<file path="src/rtl/lstm_window_feeder_if.sv">
// Stream-in / result-out handshake bundle for lstm_window_feeder.
// The feeder sits on the slave side: it consumes samples and produces results.
interface lstm_window_feeder_if #(
    parameter int WIDTH = 18
);
    // sample stream towards the feeder
    logic             s_valid;
    logic             s_ready;
    logic [WIDTH-1:0] s_data;
    logic             s_last;
    // per-window result stream out of the feeder
    logic             m_valid;
    logic             m_ready;
    logic [WIDTH-1:0] m_c;
    logic [WIDTH-1:0] m_h;

    modport master (
        output s_valid, s_data, s_last, m_ready,
        input  s_ready, m_valid, m_c, m_h
    );

    modport slave (
        input  s_valid, s_data, s_last, m_ready,
        output s_ready, m_valid, m_c, m_h
    );
endinterface

</file>
<file path="src/rtl/lstm_window_feeder.sv">
// Packs a Q6.11 sample stream into 4-step windows for lstm_4step_pipeline,
// carries c4/h4 back as c0/h0 for the next window and reports each window's
// (c4, h4) on a result handshake. Data passes through bit-exact.
module lstm_window_feeder #(
    parameter int WIDTH = 18,
    parameter int FRAC  = 11,
    parameter int LAT   = 4
) (
    input  logic                 clk,
    input  logic                 rst_n,
    lstm_window_feeder_if.slave  bus,
    input  logic                 clr_state,
    output logic [WIDTH-1:0]     x1,
    output logic [WIDTH-1:0]     x2,
    output logic [WIDTH-1:0]     x3,
    output logic [WIDTH-1:0]     x4,
    output logic [WIDTH-1:0]     c0,
    output logic [WIDTH-1:0]     h0,
    input  logic [WIDTH-1:0]     c4_in,
    input  logic [WIDTH-1:0]     h4_in,
    output logic                 busy
);

    // No LAUNCH state: the window is copied to x1..x4 on its closing edge.
    localparam logic [1:0] ST_FILL = 2'd0;
    localparam logic [1:0] ST_WAIT = 2'd1;
    localparam logic [1:0] ST_OUT  = 2'd2;

    // Last wait-count value; FRAC is descriptive only and enters with weight zero.
    localparam logic [7:0] WAIT_LAST = 8'(LAT - 1 + 0 * FRAC);

    logic [1:0]            state_q, state_d;
    logic [1:0]            cnt_q, cnt_d;
    logic [7:0]            wcnt_q, wcnt_d;
    logic [2:0][WIDTH-1:0] stage_q, stage_d;
    logic [3:0][WIDTH-1:0] x_q, x_d;
    logic [3:0][WIDTH-1:0] win_s;
    logic [WIDTH-1:0]      c0_q, c0_d, h0_q, h0_d;
    logic [WIDTH-1:0]      m_c_q, m_c_d, m_h_q, m_h_d;
    logic                  m_valid_q, m_valid_d;
    logic                  last_q, last_d;
    logic                  pend_q, pend_d;
    logic                  s_ready_q, s_ready_d;
    logic                  busy_q, busy_d;
    logic                  accept_s;

    assign accept_s = bus.s_valid && s_ready_q;

    // Window as it would look if the current sample closes it: earlier slots
    // from staging, the incoming sample at slot[count], zeros above it.
    always_comb begin
        win_s[0] = (cnt_q == 2'd0) ? bus.s_data : stage_q[0];
        if (cnt_q == 2'd1) begin
            win_s[1] = bus.s_data;
        end else if (cnt_q > 2'd1) begin
            win_s[1] = stage_q[1];
        end else begin
            win_s[1] = '0;
        end
        if (cnt_q == 2'd2) begin
            win_s[2] = bus.s_data;
        end else if (cnt_q > 2'd2) begin
            win_s[2] = stage_q[2];
        end else begin
            win_s[2] = '0;
        end
        win_s[3] = (cnt_q == 2'd3) ? bus.s_data : '0;
    end

    // Sequencer: fill the window, wait out the core latency, hold the result.
    always_comb begin
        state_d   = state_q;
        cnt_d     = cnt_q;
        wcnt_d    = wcnt_q;
        stage_d   = stage_q;
        x_d       = x_q;
        c0_d      = c0_q;
        h0_d      = h0_q;
        m_c_d     = m_c_q;
        m_h_d     = m_h_q;
        m_valid_d = m_valid_q;
        last_d    = last_q;
        pend_d    = pend_q;
        case (state_q)
            ST_FILL: begin
                if (clr_state) begin
                    c0_d = '0;
                    h0_d = '0;
                end else begin
                    c0_d = c0_q;
                    h0_d = h0_q;
                end
                if (accept_s) begin
                    if ((cnt_q == 2'd3) || bus.s_last) begin
                        x_d     = win_s;
                        stage_d = '0;
                        cnt_d   = 2'd0;
                        wcnt_d  = 8'd0;
                        last_d  = bus.s_last;
                        state_d = ST_WAIT;
                    end else begin
                        stage_d[cnt_q] = bus.s_data;
                        cnt_d          = cnt_q + 2'd1;
                    end
                end else begin
                    cnt_d = cnt_q;
                end
            end
            ST_WAIT: begin
                if (clr_state) begin
                    pend_d = 1'b1;
                end else begin
                    pend_d = pend_q;
                end
                if (wcnt_q == WAIT_LAST) begin
                    // capture edge: a clear arriving right now still applies
                    m_c_d     = c4_in;
                    m_h_d     = h4_in;
                    m_valid_d = 1'b1;
                    if (last_q || pend_q || clr_state) begin
                        c0_d = '0;
                        h0_d = '0;
                    end else begin
                        c0_d = c4_in;
                        h0_d = h4_in;
                    end
                    pend_d  = 1'b0;
                    state_d = ST_OUT;
                end else begin
                    wcnt_d = wcnt_q + 8'd1;
                end
            end
            ST_OUT: begin
                if (clr_state) begin
                    pend_d = 1'b1;
                end else begin
                    pend_d = pend_q;
                end
                if (m_valid_q && bus.m_ready) begin
                    m_valid_d = 1'b0;
                    cnt_d     = 2'd0;
                    state_d   = ST_FILL;
                end else begin
                    m_valid_d = m_valid_q;
                end
            end
            default: begin
                state_d = ST_FILL;
            end
        endcase
        s_ready_d = (state_d == ST_FILL);
        busy_d    = (state_d != ST_FILL);
    end

    // State and datapath registers with asynchronous clear.
    always_ff @(posedge clk or negedge rst_n) begin
        if (!rst_n) begin
            state_q   <= ST_FILL;
            cnt_q     <= 2'd0;
            wcnt_q    <= 8'd0;
            stage_q   <= '0;
            x_q       <= '0;
            c0_q      <= '0;
            h0_q      <= '0;
            m_c_q     <= '0;
            m_h_q     <= '0;
            m_valid_q <= 1'b0;
            last_q    <= 1'b0;
            pend_q    <= 1'b0;
            s_ready_q <= 1'b0;
            busy_q    <= 1'b0;
        end else begin
            state_q   <= state_d;
            cnt_q     <= cnt_d;
            wcnt_q    <= wcnt_d;
            stage_q   <= stage_d;
            x_q       <= x_d;
            c0_q      <= c0_d;
            h0_q      <= h0_d;
            m_c_q     <= m_c_d;
            m_h_q     <= m_h_d;
            m_valid_q <= m_valid_d;
            last_q    <= last_d;
            pend_q    <= pend_d;
            s_ready_q <= s_ready_d;
            busy_q    <= busy_d;
        end
    end

    assign x1          = x_q[0];
    assign x2          = x_q[1];
    assign x3          = x_q[2];
    assign x4          = x_q[3];
    assign c0          = c0_q;
    assign h0          = h0_q;
    assign bus.s_ready = s_ready_q;
    assign bus.m_valid = m_valid_q;
    assign bus.m_c     = m_c_q;
    assign bus.m_h     = m_h_q;
    assign busy        = busy_q;

endmodule

</file>
<file path="src/flat_wrapper.sv">
// flat-port wrapper written by rule: the top's interface ports become plain ports
module lstm_window_feeder_flat 
#(
    parameter int WIDTH = 18,
    parameter int FRAC  = 11,
    parameter int LAT   = 4
)
  (clk, rst_n, clr_state, x1, x2, x3, x4, c0, h0, c4_in, h4_in, busy, bus_s_valid, bus_s_data, bus_s_last, bus_m_ready, bus_s_ready, bus_m_valid, bus_m_c, bus_m_h);
  lstm_window_feeder_if #(.WIDTH(WIDTH)) bus_i ();
  input  logic clk;
  input  logic rst_n;
  input  logic clr_state;
  output logic [WIDTH-1:0] x1;
  output logic [WIDTH-1:0] x2;
  output logic [WIDTH-1:0] x3;
  output logic [WIDTH-1:0] x4;
  output logic [WIDTH-1:0] c0;
  output logic [WIDTH-1:0] h0;
  input  logic [WIDTH-1:0] c4_in;
  input  logic [WIDTH-1:0] h4_in;
  output logic busy;
  input wire logic [$bits(bus_i.s_valid)-1:0] bus_s_valid;
  input wire logic [$bits(bus_i.s_data)-1:0] bus_s_data;
  input wire logic [$bits(bus_i.s_last)-1:0] bus_s_last;
  input wire logic [$bits(bus_i.m_ready)-1:0] bus_m_ready;
  output wire logic [$bits(bus_i.s_ready)-1:0] bus_s_ready;
  output wire logic [$bits(bus_i.m_valid)-1:0] bus_m_valid;
  output wire logic [$bits(bus_i.m_c)-1:0] bus_m_c;
  output wire logic [$bits(bus_i.m_h)-1:0] bus_m_h;
  assign bus_i.s_valid = bus_s_valid;
  assign bus_i.s_data = bus_s_data;
  assign bus_i.s_last = bus_s_last;
  assign bus_i.m_ready = bus_m_ready;
  assign bus_s_ready = bus_i.s_ready;
  assign bus_m_valid = bus_i.m_valid;
  assign bus_m_c = bus_i.m_c;
  assign bus_m_h = bus_i.m_h;
  lstm_window_feeder #(.WIDTH(WIDTH), .FRAC(FRAC), .LAT(LAT)) u_core (.clk(clk), .rst_n(rst_n), .bus(bus_i), .clr_state(clr_state), .x1(x1), .x2(x2), .x3(x3), .x4(x4), .c0(c0), .h0(h0), .c4_in(c4_in), .h4_in(h4_in), .busy(busy));
endmodule
</file>
<file path="config.mk">
export PLATFORM = sky130hd
export DESIGN_NAME = lstm_window_feeder_flat
export DESIGN_NICKNAME = d
export VERILOG_FILES = /design/src/rtl/lstm_window_feeder_if.sv /design/src/rtl/lstm_window_feeder.sv /design/src/flat_wrapper.sv
export SDC_FILE = /design/constraint.sdc
export NUM_CORES = 1
export LEC_CHECK = 0
export BUFFER_PORTS_ARGS = -buffer_cell sky130_fd_sc_hd__buf_4
export CAP_MARGIN = 15
export CORE_MARGIN = 4
export CORE_UTILIZATION = 26
export CTS_BUF_LIST = sky130_fd_sc_hd__clkbuf_4
export CTS_CLUSTER_SIZE = 12
export DETAILED_ROUTE_END_ITERATION = 6
export PLACE_DENSITY = 0.44
export REMOVE_ABC_BUFFERS = 1
export SYNTH_ARGS = -nofsm -noshare
export SYNTH_HDL_FRONTEND = slang
export SYNTH_SLANG_ARGS = --single-unit
</file>
<file path="constraint.sdc">
create_clock -name clk -period 3.3 [get_ports clk]
set_input_delay 0.165 -clock clk [delete_from_list [all_inputs] [get_ports clk]]
set_output_delay 0.165 -clock clk [all_outputs]
set_load 0.01 [all_outputs]
</file>
After elaboration in Yosys (flattened, before gate mapping)

Index checks and enable logic that the tools add are counted.

Register bits after elaboration: 215
Input bits: 60
Word-level logic and storage cells: 93

$add $sub $neg: 2
Order comparisons: 4
Equal/unequal tests: 12
Mux-type cells: 36
Reductions and logical operators: 20

Operators by type and width:

| cell                  | count |
|---|---|
| $mux W18              | 12 |
| $pmux W18 S2          | 2 |
| $bwmux W54            | 1 |
| $mux W54              | 1 |
| $demux W18 S2         | 1 |
| $mux W8               | 3 |
| $pmux W8 S2           | 1 |
| $mux W2               | 7 |
| $reduce_and A3 Y1     | 4 |
| $add A8 B1 Y8 const B | 1 |
| $eq A8 B2 Y1 const B  | 1 |
| $ne A2 B1 Y1 const B  | 4 |
| $reduce_bool A2 Y1    | 4 |
| $eq A2 B2 Y1 const B  | 3 |
| $logic_not A2 Y1      | 3 |
| $pmux W2 S3           | 1 |
| $eq A2 B1 Y1 const B  | 2 |
| $mux W1               | 4 |
| $ne A2 B2 Y1 const B  | 2 |
| $pmux W1 S2           | 2 |
| $pmux W2 S2           | 1 |
| $reduce_and A2 Y1     | 2 |
| $reduce_and A4 Y1     | 1 |
| $logic_and A1 B1 Y1   | 3 |
| other kinds (6)       | 8 |

Logic depth before layout (Yosys ltp)

Gate-level depths: netlist of run 1.

Depth after elaboration: 6
Mapped depth: 10
Gate-level depth less buffers: 6

Worst setup path before layout of run 1

No wires, ideal clock.

Kind: register to register
Start point: register u_core.state_q[0]
End point: register u_core.busy_q (netlist: u_core.busy)
Arrival time: 1.804 ns
Required time: 3.176 ns
Path slack: 1.372 ns
Cell stages (with the launch flop): 10
Path buffers: 3
Clock period less this slack: 1.928 ns
Cell sequence: dfrtp_1 -> inv_1 -> ha_1 -> buf_6 -> and3_4 -> and2b_1 -> buf_6 -> buf_6 -> o221a_4 -> or2_1

Word-level cells in the longest chain between the ends: 4
Elaborated cells between the ends (all ways): 9
Those cells by class: eq/ne (2); mux (5); reduce/logical (2)

Ends and longest elaborated chain:

| element                | RTL line                  | source |
|---|---|---|
| start, declared        | lstm_window_feeder.sv:32  | `logic [1:0] state_q, state_d;` |
| start signal, assigned | lstm_window_feeder.sv:173 | `state_q <= state_d;` |
| $mux W2                | lstm_window_feeder.sv:94  | `if ((cnt_q == 2'd3) \|\| bus.s_last) begin` |
| $mux W2                | lstm_window_feeder.sv:93  | `if (accept_s) begin` |
| $pmux W2 S3 *          | lstm_window_feeder.sv:84  | `case (state_q)` |
| via u_core.state_d[0]  | lstm_window_feeder.sv:32  |  |
| $reduce_bool A2 Y1 *   | lstm_window_feeder.sv:152 | `busy_d = (state_d != ST_FILL);` |
| via u_core.busy_d      | lstm_window_feeder.sv:44  | `logic busy_q, busy_d;` |
| end signal, assigned   | lstm_window_feeder.sv:186 | `busy_q <= busy_d;` |
| end, declared          | lstm_window_feeder.sv:44  |  |

Mark *: on every way through the listed nets, which the timed path passes. The rest lies on a longest branch.
A chain may end at the register's enable or synchronous reset.

Worst setup path in the final report of run 1

Start point: register u_core.state_q[0]
End point: register u_core.stage_q[39] (netlist bit)

Word-level cells in the longest chain between the ends: 2

Ends and longest elaborated chain:

| element                            | RTL line                  | source |
|---|---|---|
| $logic_not A2 Y1                   | lstm_window_feeder.sv:84  |  |
| $reduce_and A2 Y1 (no source line) | n/a                       |  |
| end signal, assigned               | lstm_window_feeder.sv:176 | `stage_q <= stage_d;` |
| end, declared                      | lstm_window_feeder.sv:35  | `logic [2:0][WIDTH-1:0] stage_q, stage_d;` |

No other way between the ends.

==> results of run 1 <==
-- layer usage --
metal / global-route usage, % / wire (um) / up-vias
met2: 21.2 / 11900 / 258
met1: 19.9 / 13100 / 3503
met4: 4.03 / 473 / 0
met3: 6.00 / 2620 / 45
met5: 0 / 0 / -
li1: - / - / 3449
-- sequential cells by signal (all words and copies together) (netlist names), 2 cells and up --
register / cells
u_core.state_q: 2
u_core.x3: 18
u_core.h0: 18
u_core.x4: 18
u_core.bus.m_c: 18
u_core.cnt_q: 2
u_core.bus.m_h: 18
u_core.c0: 18
u_core.stage_q: 54
u_core.wcnt_q: 8
u_core.x1: 18
u_core.x2: 18
-- power groups by stage --
stage          combinational, mW  sequential (mW)  clock, mW
2_1_floorplan               1.76             4.35          0
3_3_place_gp                3.90             4.22          0
3_5_place_dp                3.94             4.21          0
4_1_cts                     4.00             4.17       2.50
5_1_grt                     4.32             4.30       2.61
6_report                    3.92             4.17       2.36
-- cell usage in the layout, fill, tap and decap left out, drive strengths merged, types with 2 or more instances in the layout --
| cell | count |
|---|---|
| a21boi | 2 |
| a21o | 2 |
| a21oi | 25 |
| a221oi | 19 |
| a22o | 74 |
| a31oi | 3 |
| and2 | 2 |
| and3 | 5 |
| buf | 224 |
| clkbuf | 88 |
| clkinv | 11 |
| dfrtp | 215 |
| diode | 2 |
| dlygate4sd3 | 60 |
| ha | 10 |
| inv | 11 |
| mux2 | 36 |
| mux2i | 18 |
| nand2 | 103 |
| nand3 | 5 |
| nand4 | 2 |
| nor2 | 59 |
| nor2b | 2 |
| nor3 | 3 |
| nor4b | 2 |
| o211ai | 2 |
| o21ai | 79 |
| o31ai | 36 |
| or2 | 3 |
-- cells in the mapped netlist (2+ instances only) --
library cell / count / area [sq um]
a22o_1: 74 / 648
buf_2: 16 / 80.1
ha_1: 10 / 125
mux2_2: 27 / 304
nor2b_1: 2 / 12.5
a21boi_0: 2 / 15.0
and2_1: 2 / 12.5
inv_1: 8 / 30.0
clkbuf_1: 28 / 105
nand3_1: 4 / 20.0
o31ai_1: 36 / 270
nand4_1: 2 / 12.5
nor3_1: 2 / 10.0
a21oi_4: 3 / 48.8
buf_6: 9 / 101
a221oi_1: 18 / 158
buf_4: 7 / 52.6
mux2_4: 9 / 135
mux2i_1: 18 / 180
o21ai_0: 77 / 385
dfrtp_1: 215 / 5380
nor2_1: 59 / 221
a21oi_1: 21 / 105
and3_1: 4 / 25.0
or2_2: 2 / 12.5
a31oi_1: 3 / 18.8
a21o_1: 2 / 15.0
o211ai_1: 2 / 15.0
nand2_1: 103 / 387
-- timing repair --
action | CTS | global route
setup buffers | 0 | 0
hold buffers | 60 | 0
hold endpoints to repair | 356 | 0
-- per-stage QoR --
stage          power [mW]  hold slack [ns]  cells  utilization, %
2_1_floorplan        6.12           -0.131    727               -
3_3_place_gp         8.12            0.234   1406            32.1
3_5_place_dp         8.15            0.234   1406            32.1
4_1_cts              10.7          0.00604   1568            36.0
5_1_grt              11.2           0.0486   1570            36.0
6_report             10.5           0.0615   1570            36.0
-- path summary, 6_finish.rpt --
kind | cells after the start | slack [ns] | to
max in group asynchronous | 3 | 2.25 | u_core.x2[3]
min in group clk | 3 | 0.24 | u_core.bus.m_h[2]
min reg2reg | 2 | 0.48 | u_core.x3[10]
max reg2reg | 5 | 0.84 | u_core.stage_q[39]
min | 2 | 0.06 | u_core.x4[1]
max | 5 | 0.84 | u_core.stage_q[39]
-- area by class of cell --
| cell class | instances | area share (%) |
|---|---|---|
| multi-input combinational | 503 | 27.3 |
| clock inverter | 14 | 0.473 |
| inverter | 9 | 0.292 |
| clock buffer | 88 | 5.32 |
| sequential | 215 | 43.3 |
| timing repair buffer | 284 | 18.7 |
| antenna | 2 | 0.0403 |
| tap | 455 | 4.58 |
-- cell families after synthesis --
| logic type | share of synthesized area, % |
|---|---|
| AO/OA/AOI/OAI | 19.7 |
| flip-flops | 59.0 |
| AND/OR/NAND/NOR | 8.97 |
| buffers and inverters | 4.17 |
| multiplexers | 6.79 |
| adder cells (fa/ha/maj) | 1.37 |
-- critical path: stages (launching register included) --
cell	delay, ns
dfrtp_1	0.43
inv_1	0.10
ha_1	0.35
and3_4	0.38
and3_1	0.86
a22o_1	0.25
==> flow_summary.json, run 1 <==
{
  "outcome": "completed",
  "critical_path.max_fanout": 18,
  "detailedRoute.firstPassIterationCount": 4,
  "hp-class": "in -> async",
  "fraction_of_synthesis_flops_using_an_asynchronous_set_or_reset_pin_pct": 100,
  "share_clk_of_total_power_pct": 22.6,
  "critical_path_capture_point_type": "register",
  "ys.warnings.count": 0,
  "initial_utilization_pct": 26.4,
  "grt-ovfl-total": 0,
  "critPathArrivalTime_ns": 3.09,
  "fin_tns_setup_ns": 0,
  "postSynthRegisterBits": 215,
  "layout.filler_cells": 3545,
  "cts_buffers": 61,
  "power_frac_seq_pct": 39.9,
  "power.switching_mw": 3.86,
  "hpwl_mm": 18.3,
  "synth_cells": 788,
  "cts.reportedPaths.clkPinSlew_ns": 0.07,
  "synthesis.area_per_instance_sq_um": 11.6,
  "vias_in_the_first_global_route": 7610,
  "grt_setup_unrepaired": "false",
  "leakagePower_nw": 5.91,
  "cts_resized": 0,
  "crit_start": "u_core.state_q[0]",
  "multi_input_combinational_cell_area_sq_um": 3390,
  "grt_use_total_pct": 14.5,
  "drc": 0,
  "pwr_density_cell_nw_per_um2": 841,
  "insertion_delay_ns": 0.71,
  "buffer_ports.inserted": 206,
  "finalHoldViolations": 0,
  "cts.path.max_buffers": 3,
  "fin_area_sq_um": 12400,
  "fin_nets": 1144,
  "crit_path_start_kind": "register",
  "netSwitchingFraction_pct": 36.9,
  "drt_iter0_drc": 304,
  "detailedPlace.worstSlack_ns": 0.890,
  "std_cell_rows": 68,
  "worst-slew-pin-transition_ns": 1.00,
  "ioPinCount": 207,
  "dieArea_sq_um": 38200,
  "crit_required_ns": 3.92,
  "fin_worst_skew_ns": 0.0352,
  "route.vias.total": 7255,
  "share_comb_of_total_power_pct": 37.5,
  "seq_area_frac_synth_pct": 59.0,
  "shortest_clock_period_the_worst_path_allows_after_layout_ns": 2.46,
  "synth_enable_flop_cells": 0,
  "post_synth_instance_area_sq_um": 9120,
  "synthDistinctLibCells": 52,
  "die-height_um": 195,
  "clock_tree.htree_level_count": 2,
  "area_growth_syn_to_layout_pct": 36.2,
  "grt_antenna_before_repair": 1,
  "core_area_sq_um": 34500,
  "floorplan.die.width_um": 195,
  "timing_worst_setup_path_type": "reg -> reg",
  "route.detailed.wl_per_inst_um": 17.9,
  "ant_nets": 0,
  "ff_latch_area_sq_um": 5380,
  "layout_setup_ws_ns": 0.836,
  "gp_routability_congestion": 0.736,
  "place_area_sq_um": 11100,
  "cts_tree": "built",
  "avgViaCountPerCell": 4.62,
  "ir_worst_vdd_uv": 344,
  "post_route_cells_drive_above_1_share_pct": 33.2,
  "cts.sinks": 215,
  "maxCapViolCount": 0,
  "layout_worst_path_cycle_share_pct": 74.7,
  "timing.final.max_slew_violations": 0,
  "setup_viol": 0,
  "grt_start_max_net_pins": 91,
  "ys.flop_type": "dfrtp_1",
  "reg2reg_from": "u_core.state_q[0]",
  "fmax_mhz": 406,
  "p_int_mw": 6.59,
  "relSlewSlack_pct": 33.4,
  "routed_wirelength_mm": 28.1,
  "cts_root_buffer_type": "clkbuf_4",
  "grt_first_pass_wirelength_mm": 44.9
}
No activity file was read; power rests on OpenSTA's default activity.
==> run 2: changes to the inputs <==
==> constraint.sdc (replaced) <==
create_clock -name clk -period 2.5 [get_ports clk]
set_input_delay 0.125 -clock clk [delete_from_list [all_inputs] [get_ports clk]]
set_output_delay 0.125 -clock clk [all_outputs]
set_load 0.01 [all_outputs]
==> run 2 against run 1 <==
  * Worst setup slack worse by 0.55 ns
  * Final cell count unchanged
  * Non-clock buffer count up 3
  * First-iteration DRC count down 1.6%
  * Critical path type unchanged
  * Power up 33%
  * Clock power up 31%
  * Design area up 0.74%
  * Die area unchanged
  * Maximum frequency up 12%
  * Sequential share of layout area down 0.32 points
  * Combinational power up 34%
==> flow_summary.json, run 2 (same netlist as run 1, synthesis figures left out) <==
{
  "maxCapViolCount": 0,
  "hp-class": "in -> reg",
  "fin_area_sq_um": 12500,
  "grt_antenna_before_repair": 2,
  "relSlewSlack_pct": 38.8,
  "buffer_ports.inserted": 206,
  "hp-start": "bus_s_valid",
  "cts.path.max_buffers": 3,
  "critical_path_capture_point_type": "register",
  "pwr_density_cell_nw_per_um2": 1110,
  "layout_commonest_cell": "buf_4",
  "timing.hold.worst_endpoint": "u_core.cnt_q[0]",
  "ant_nets": 0,
  "crit_path_start_kind": "register",
  "route.detailed.wl_per_inst_um": 17.7,
  "core_area_sq_um": 34500,
  "gp_routability_congestion": 0.728,
  "path_delay_family": "compound AO/OA/AOI/OAI gates",
  "reg2reg_from": "u_core.state_q[1]",
  "shortest_clock_period_the_worst_path_allows_after_layout_ns": 2.21,
  "hpwl_mm": 17.8,
  "avgViaCountPerCell": 4.60,
  "reg2reg_setup_slack_ns": 0.29,
  "vias_in_the_first_global_route": 7580,
  "dieArea_sq_um": 38200,
  "worst_path_largest_cell_delay_ns": 0.44,
  "post_route_cells_drive_above_1_share_pct": 33.3,
  "critical_path.max_fanout": 10,
  "crit_start": "u_core.state_q[1]",
  "max_flop_register": "u_core.stage_q",
  "cts.reportedPaths.clkPinSlew_ns": 0.07,
  "critical_path.cell_chain": "inv_1 > ha_1 > or2_2 > a21boi_0 > nand2_1 > a221o_1",
  "insertion_delay_ns": 0.74,
  "layout_worst_path_cycle_share_pct": 88.4,
  "detailedRoute.firstPassIterationCount": 5,
  "cts.sinks": 215,
  "ir_worst_vdd_uv": 413,
  "grt_first_pass_wirelength_mm": 44.4,
  "hold-path-cell-count": 5,
  "finalHoldViolations": 0,
  "timing.final.max_slew_violations": 0,
  "worst-slew-pin-transition_ns": 0.918,
  "initial_utilization_pct": 26.4,
  "drt_iter0_drc": 299,
  "cts_tree": "built",
  "cts_root_buffer_type": "clkbuf_4",
  "grt_use_total_pct": 14.4,
  "route.vias.total": 7224,
  "area_growth_syn_to_layout_pct": 37.2,
  "outcome": "completed",
  "holdWs_ns": 0.0685,
  "fin_worst_skew_ns": 0.0568,
  "cts_post_setup_buffers_inserted": 0,
  "leakagePower_nw": 5.94,
  "grt_start_max_net_pins": 73,
  "path_buf_inv": 1,
  "reg2regPathDepth": 6,
  "slowest_stage": "ha_1",
  "timing_worst_setup_path_type": "reg -> reg",
  "place_area_sq_um": 11200,
  "routed_wirelength_mm": 27.8,
  "largest_reg_flops": 54,
  "mostFrequentLayoutCells": "buf_4 (218), dfrtp_1 (215), nand2_1 (103)",
  "clock_tree.htree_level_count": 2,
  "critPathArrivalTime_ns": 2.80,
  "die-height_um": 195,
  "fmax_mhz": 453,
  "setup_viol": 0,
  "drc": 0,
  "ioPinCount": 207,
  "rr_endpoint": "u_core.wcnt_q[2]",
  "crit_required_ns": 3.09,
  "power.total_mw": 13.9,
  "cts_buffers": 60,
  "fin_nets": 1146,
  "grt_setup_unrepaired": "false",
  "std_cell_rows": 68,
  "grt-ovfl-total": 0,
  "floorplan.die.width_um": 195
}
## run 2: routing by layer
| layer | track usage (%) | vias to the layer above | wire length (um) |
|---|---|---|---|
| met5 | 0 | - | 0 |
| met4 | 4.45 | 0 | 586 |
| met3 | 6.02 | 44 | 2760 |
| met2 | 21.1 | 270 | 11900 |
| met1 | 19.5 | 3462 | 12600 |
| li1 | - | 3448 | - |
## run 2: final cells by class
type / instances / area [sq um]
well taps: 455 / 569
repair buffers: 287 / 2430
clock buffers: 87 / 653
diodes: 2 / 5.00
inverters: 9 / 36.3
fillers: 3558 / 22000
flip-flops and latches: 215 / 5380
clock inverters: 12 / 55.1
multi-input cells: 503 / 3390
## run 2: worst max-delay path by stage
stage	to	slack (ns)	depth (start not counted)
after floorplan	u_core.c0[0]	-0.92	6
after detailed placement	u_core.wcnt_q[2]	0.26	6
after global placement	u_core.wcnt_q[2]	0.26	6
after CTS	u_core.wcnt_q[2]	0.27	6
final	u_core.wcnt_q[2]	0.29	6
after global routing	u_core.wcnt_q[2]	0.12	6
## run 2: metrics by stage
step	std cells	setup TNS (ns)	worst slack, ns	util [%]
2_1_floorplan	727	-70.25	-0.922	-
3_3_place_gp	1409	0	0.258	32.4
3_5_place_dp	1409	0	0.262	32.4
4_1_cts	1568	0	0.267	36.2
5_1_grt	1570	0	0.117	36.2
6_report	1570	0	0.291	36.2
## run 2: worst reg2reg max path: cells and delay by family (launching register included)
family          cells  cell delay, ns
compound gates      2            0.75
fa+ha+maj           1            0.44
buf+inv             1            0.11
flops               1            0.39
simple gates        2            0.41
## run 2: timing repair
action	in CTS	in global routing
hold buffers	60	0
gates resized for setup	0	0
endpoints found under the hold margin	420	0
## run 2: power breakdown
group,total [mW],leakage (nW),switching [mW],internal [mW]
Combinational,5.24,2.70,2.76,2.48
Sequential,5.53,2.81,0.829,4.70
Clock,3.09,0.423,1.52,1.57
Total,13.9,5.94,5.11,8.75
